==> src/rtl/ram_req_scheduler.sv <==
// Main-RAM port scheduler: arbitrates CPU and DMA requests onto a single SDRAM
// controller port, injects periodic refresh and guards each transaction with a watchdog.
module ram_req_scheduler #(
   parameter int REFRESH_CYCLES = 780,
   parameter int RFSH_HOLD      = 8,
   parameter int DMA_STREAK_MAX = 4,
   parameter int TIMEOUT        = 255
) (
   input  logic        clk,
   input  logic        reset,
   input  logic        cpu_req,
   input  logic        cpu_rnw,
   input  logic [26:0] cpu_addr,
   input  logic [3:0]  cpu_be,
   input  logic [31:0] cpu_di,
   input  logic        cpu_iscache,
   output logic        cpu_ack,
   output logic        cpu_done,
   input  logic        dma_req,
   input  logic [26:0] dma_addr,
   input  logic [1:0]  dma_cnt,
   output logic        dma_ack,
   output logic        dma_done,
   output logic        ram_req,
   output logic [26:0] ram_addr,
   output logic        ram_rnw,
   output logic [3:0]  ram_be,
   output logic [31:0] ram_di,
   output logic        ram_iscache,
   output logic        ram_dma,
   output logic [1:0]  ram_dmacnt,
   output logic        ram_refresh,
   input  logic        ram_done,
   output logic        busy,
   output logic        err_timeout
);

   localparam int RCW = $clog2(2 * REFRESH_CYCLES);
   localparam int HW  = $clog2(RFSH_HOLD + 1);
   localparam int SW  = $clog2(DMA_STREAK_MAX + 1);

   localparam logic [RCW-1:0] RC_DUE     = RCW'(REFRESH_CYCLES);
   localparam logic [RCW-1:0] RC_SAT     = RCW'(2 * REFRESH_CYCLES - 1);
   localparam logic [HW-1:0]  HOLD_LAST  = HW'(RFSH_HOLD);
   localparam logic [SW-1:0]  STREAK_MAX = SW'(DMA_STREAK_MAX);
   localparam logic [7:0]     WDOG_LAST  = 8'(TIMEOUT - 1);

   typedef enum logic [1:0] {
      IDLE  = 2'd0,
      ISSUE = 2'd1,
      WAIT  = 2'd2,
      RFSH  = 2'd3
   } state_t;

   state_t         state;
   state_t         state_nx;
   logic [RCW-1:0] rcnt;
   logic [HW-1:0]  hcnt;
   logic [7:0]     wdog;
   logic [SW-1:0]  streak;
   logic           owner_dma;

   logic refresh_go;
   logic grant_dma;
   logic grant_cpu;
   logic finish;
   logic expire;

   // Next-state and per-cycle decisions; refresh outranks grants, DMA outranks CPU
   // unless the DMA streak has used up its allowance while the CPU waits.
   always_comb begin
      state_nx   = state;
      refresh_go = 1'b0;
      grant_dma  = 1'b0;
      grant_cpu  = 1'b0;
      finish     = 1'b0;
      expire     = 1'b0;
      case (state)
         IDLE: begin
            if (rcnt >= RC_DUE) begin
               refresh_go = 1'b1;
               state_nx   = RFSH;
            end else if (dma_req && !(cpu_req && (streak >= STREAK_MAX))) begin
               grant_dma = 1'b1;
               state_nx  = ISSUE;
            end else if (cpu_req) begin
               grant_cpu = 1'b1;
               state_nx  = ISSUE;
            end else begin
               state_nx = IDLE;
            end
         end
         ISSUE: begin
            state_nx = WAIT;
         end
         WAIT: begin
            if (ram_done) begin
               finish   = 1'b1;
               state_nx = IDLE;
            end else if (wdog == WDOG_LAST) begin
               finish   = 1'b1;
               expire   = 1'b1;
               state_nx = IDLE;
            end else begin
               state_nx = WAIT;
            end
         end
         RFSH: begin
            if (hcnt == HOLD_LAST) begin
               state_nx = IDLE;
            end else begin
               state_nx = RFSH;
            end
         end
         default: begin
            state_nx = IDLE;
         end
      endcase
   end

   // State register.
   always_ff @(posedge clk or posedge reset) begin
      if (reset) begin
         state <= IDLE;
      end else begin
         state <= state_nx;
      end
   end

   // Refresh interval counter; keeps running in every state so a refresh that
   // falls due mid-transaction is remembered and taken at the next IDLE.
   always_ff @(posedge clk or posedge reset) begin
      if (reset) begin
         rcnt <= '0;
      end else if (refresh_go) begin
         rcnt <= rcnt - RC_DUE + RCW'(1);
      end else if (rcnt != RC_SAT) begin
         rcnt <= rcnt + RCW'(1);
      end
   end

   // Refresh hold counter and completion watchdog, both restart from zero on entry.
   always_ff @(posedge clk or posedge reset) begin
      if (reset) begin
         hcnt <= '0;
         wdog <= 8'd0;
      end else begin
         hcnt <= (state == RFSH) ? hcnt + HW'(1) : '0;
         wdog <= (state == WAIT) ? wdog + 8'd1 : 8'd0;
      end
   end

   // DMA streak tracking: only consecutive DMA wins against a waiting CPU count.
   always_ff @(posedge clk or posedge reset) begin
      if (reset) begin
         streak <= '0;
      end else if (grant_dma) begin
         if (!cpu_req) begin
            streak <= '0;
         end else if (streak >= STREAK_MAX) begin
            streak <= STREAK_MAX;
         end else begin
            streak <= streak + SW'(1);
         end
      end else if (grant_cpu) begin
         streak <= '0;
      end
   end

   // Capture the winning requester's fields at grant; they stay stable until the next grant.
   always_ff @(posedge clk or posedge reset) begin
      if (reset) begin
         owner_dma   <= 1'b0;
         ram_addr    <= 27'd0;
         ram_rnw     <= 1'b0;
         ram_be      <= 4'd0;
         ram_di      <= 32'd0;
         ram_iscache <= 1'b0;
         ram_dma     <= 1'b0;
         ram_dmacnt  <= 2'd0;
      end else if (grant_dma) begin
         owner_dma   <= 1'b1;
         ram_addr    <= dma_addr;
         ram_rnw     <= 1'b1;
         ram_be      <= 4'd0;
         ram_di      <= 32'd0;
         ram_iscache <= 1'b0;
         ram_dma     <= 1'b1;
         ram_dmacnt  <= dma_cnt;
      end else if (grant_cpu) begin
         owner_dma   <= 1'b0;
         ram_addr    <= cpu_addr;
         ram_rnw     <= cpu_rnw;
         ram_be      <= cpu_be;
         ram_di      <= cpu_di;
         ram_iscache <= cpu_iscache;
         ram_dma     <= 1'b0;
         ram_dmacnt  <= 2'd0;
      end
   end

   // Strobes and status; each strobe is high for exactly the cycle after its decision.
   always_ff @(posedge clk or posedge reset) begin
      if (reset) begin
         ram_req     <= 1'b0;
         cpu_ack     <= 1'b0;
         dma_ack     <= 1'b0;
         ram_refresh <= 1'b0;
         cpu_done    <= 1'b0;
         dma_done    <= 1'b0;
         busy        <= 1'b0;
         err_timeout <= 1'b0;
      end else begin
         ram_req     <= grant_dma | grant_cpu;
         cpu_ack     <= grant_cpu;
         dma_ack     <= grant_dma;
         ram_refresh <= refresh_go;
         cpu_done    <= finish & ~owner_dma;
         dma_done    <= finish & owner_dma;
         busy        <= (state_nx != IDLE);
         err_timeout <= err_timeout | expire;
      end
   end

endmodule

==> config.mk <==
export PLATFORM = sky130hd
export DESIGN_NAME = ram_req_scheduler
export DESIGN_NICKNAME = d
export VERILOG_FILES = /design/src/rtl/ram_req_scheduler.sv
export SDC_FILE = /design/constraint.sdc
export NUM_CORES = 1
export LEC_CHECK = 0
export ABC_AREA = 1
export BUFFER_PORTS_ARGS = -buffer_cell sky130_fd_sc_hd__buf_4
export CAP_MARGIN = 30
export CELL_PAD_IN_SITES_DETAIL_PLACEMENT = 0
export CELL_PAD_IN_SITES_GLOBAL_PLACEMENT = 2
export CORE_MARGIN = 3
export CORE_UTILIZATION = 30
export CTS_CLUSTER_DIAMETER = 60
export DETAILED_ROUTE_END_ITERATION = 7
export PLACE_DENSITY_LB_ADDON = 0.1
export SLEW_MARGIN = 20
export SYNTH_ARGS = -nofsm -noshare
export SYNTH_HDL_FRONTEND = slang
export SYNTH_SLANG_ARGS = --single-unit
export TNS_END_PERCENT = 1
==> constraint.sdc <==
create_clock -name clk -period 6.15 [get_ports clk]
set_input_delay 0.3075 -clock clk [delete_from_list [all_inputs] [get_ports clk]]
set_output_delay 0.3075 -clock clk [all_outputs]
set_load 0.05 [all_outputs]
==> flow_summary.toml <==
[run_status]
outcome = "finished clean"

[worst_setup_path]
startpoint_type = "flip-flop"
max_stage_delay_ns = 0.67
worst-r2r-cell-count = 8
regToRegStartpoint = "rcnt[4]"
rr_endpoint = "ram_addr[18]"
critPathArrivalTime_ns = 3.00
setup.worst_path.class = "flip-flop to flip-flop"
worstPathMaxFanout = 70
cp_cell_sequence = "inv_1 -> nand3_2 -> nand2_2 -> nand3_4 -> inv_2 -> buf_4 -> nand2_1 -> nand3_1"
required_ns = 6.44
ff2ff_setup_slack_ns = 3.43
critPathLaunch = "rcnt[4]"
critPathSlowestCell = "nand3_4"
crit_path_end_kind = "flip-flop"

[floorplan]
die-area_um2 = 17770
die_y_um = 133.3
initial_core_util_pct = 31.28
num_io_pins = 175
fp.dieW_um = 133.3
core_area_um2 = 15540
rows = 45

[timing]
setup_violations = 0
skew_ns = 0.007522
layout_min_cycle_time_ns = 2.717
whs_ns = 0.01543
hold_viol_final = 0
clock.fmax_mhz = 368.1
rsz0062_at_grt = "false"
fin_crit_sh_pct = 44.18
tns_ns = 0
relSlewSlack_pct = 40.46
tightest_slew_ns = 0.8931
final_max_slew_viol_count = 0

[run]
drv_cap = 0

[yosys]
yosysWarnings = 0
syn_inst = 582
syn-num-nets = 689
ys_top_cells_by_count = "nand2_1 (203), nand3_1 (112), dfrtp_1 (104)"
synth-seq-area-share_pct = 53.54
synth.most_common_cell = "nand2_1"
syn_area_um2 = 4861
yosysTopAreaCell = "dfrtp_1"
synth.avg_cell_area_um2 = 8.352
yosys_register_bits = 104
ys.flop_type = "dfrtp_1"
synthArstFlopShare_pct = 100.0
netlist.area_leader.share_pct = 53.54
yosysUniqueCellTypes = 26
synth_area_leaders = "dfrtp_1 (54%), nand2_1 (16%), nand3_1 (12%)"
synth_edf_count = 0

[layout]
fin_nets = 848
fill_cells = 1603
num_antenna_cells = 0
area_delta_synth_final_pct = 35.88
seq_area_um2 = 2603
multi_input_area_um2 = 1941
drive_gt1_share_pct = 27.35

[clocking]
tritoncts = "yes"
clk_latency_ns = 0.35
root_buffer = "clkbuf_16"
cts_buffers = 9
cts.sinks = 104
post_cts_buffers = 0
cts_max_path_buffers = 2
ctsHoldBuffers = 0
clk_pin_slew_ns = 0.07
cts-resized-gates = 0
htreeDepth = 3

[route]
vias = 4291
post-route-drc-count = 0
drt-pass1-iter-count = 4
wire_per_inst_um = 14.86
drt-total-wl_mm = 14.23
ant_nets = 0
first_iter_violations = 244
viasPerCell = 4.484

[grt]
grt_first_pass_wirelength_mm = 22.97
grt_overflow = 0
track_usage_pct = 16.16
grt_max_degree = 73
first_global_vias = 4469
grt_antenna_before_repair = 0

[placement]
portBuffers = 174
dpl.hpwl_mm = 9.663
place_congestion = 0.8284

[pwr]
leakagePower_uw = 0.003482
peakVddDrop_v = 0.0002349
p_total_uw = 3213
power_density_nw_per_um2 = 486.4

[min_path]
hold_path.class = "input pin to async pin"
[cell families (layout without fill, tap and decap cells)]
kind of cell	count (synthesis)	after routing	synth area share [%]
and+or+nand+nor	371	371	33.13
DFF	104	104	53.54
buffers and inverters	66	230	6.538
AOI/OAI and AO/OA	17	17	1.853
xor gates and xnor gates	16	16	2.883
adders and majority gates	8	8	2.059
[through the flow]
step	std cells	setup slack [ns]	utilization (%)	cell area, um2
2_1_floorplan	582	3.110	-	4861
3_3_place_gp	939	3.171	40.32	6266
3_5_place_dp	939	3.117	40.32	6266
4_1_cts	955	3.107	42.30	6574
5_1_grt	957	3.141	42.50	6605
6_report	957	3.433	42.50	6605
[where the power goes]
group / internal (uW) / switching [uW]
clock network: 339 / 261
logic: 459 / 1110
registers: 905 / 138
total: 1700 / 1510
[sequential cells by signal, summed over array words and instances, names as in the netlist, 2 cells and up]
register    cells
ram_di         32
streak          3
ram_addr       27
hcnt            4
ram_be          4
ram_dmacnt      2
wdog            8
rcnt           11
state           2
[how the worst max path moves through the flow]
| stage | end | slack (ns) |
|---|---|---|
| after floorplan | busy | 3.11 |
| after global placement | ram_addr[0] | 3.17 |
| after detailed placement | ram_addr[14] | 3.12 |
| after CTS | ram_addr[25] | 3.11 |
| after global routing | ram_addr[18] | 3.14 |
| final | ram_addr[18] | 3.43 |
[metal layers]
layer / track usage [%] / wire [um] / vias to the layer above
met5: 0 / 0 / -
met4: 3.943 / 206 / 0
met3: 7.062 / 1137 / 13
met2: 25.99 / 6761 / 113
met1: 20.09 / 6119 / 1998
li1: - / - / 2167
[placed cells by master (no fill, tap or decap), types with 2 or more instances in the layout]
master and n:
buf_4 176, inv_1 32, o21ai_0 11, nor2_1 35, nand3_4 2, clkbuf_8 2
nand4_1 4, nor3_1 7, inv_2 3, clkbuf_16 9, nand2_2 2, nand2_1 203
nand3b_1 2, xor2_1 15, ha_1 8, a21oi_1 4, nand3_1 112, dfrtp_1 104
[cell type report]
class | instances | area share (%)
clock buffer | 12 | 3.883
multi-input combinational | 412 | 29.38
clock inverter | 4 | 0.7767
tap | 211 | 3.997
timing repair buffer | 178 | 20.48
inverter | 36 | 2.084
sequential | 104 | 39.40
[worst max-delay path: cells and delay by family, from the launching register on]
| kind | cells | cell delay, ns |
|---|---|---|
| simple gates | 5 | 1.18 |
| buf+inv | 3 | 0.96 |
| flops | 1 | 0.48 |
(Power assumes the default switching activity.)
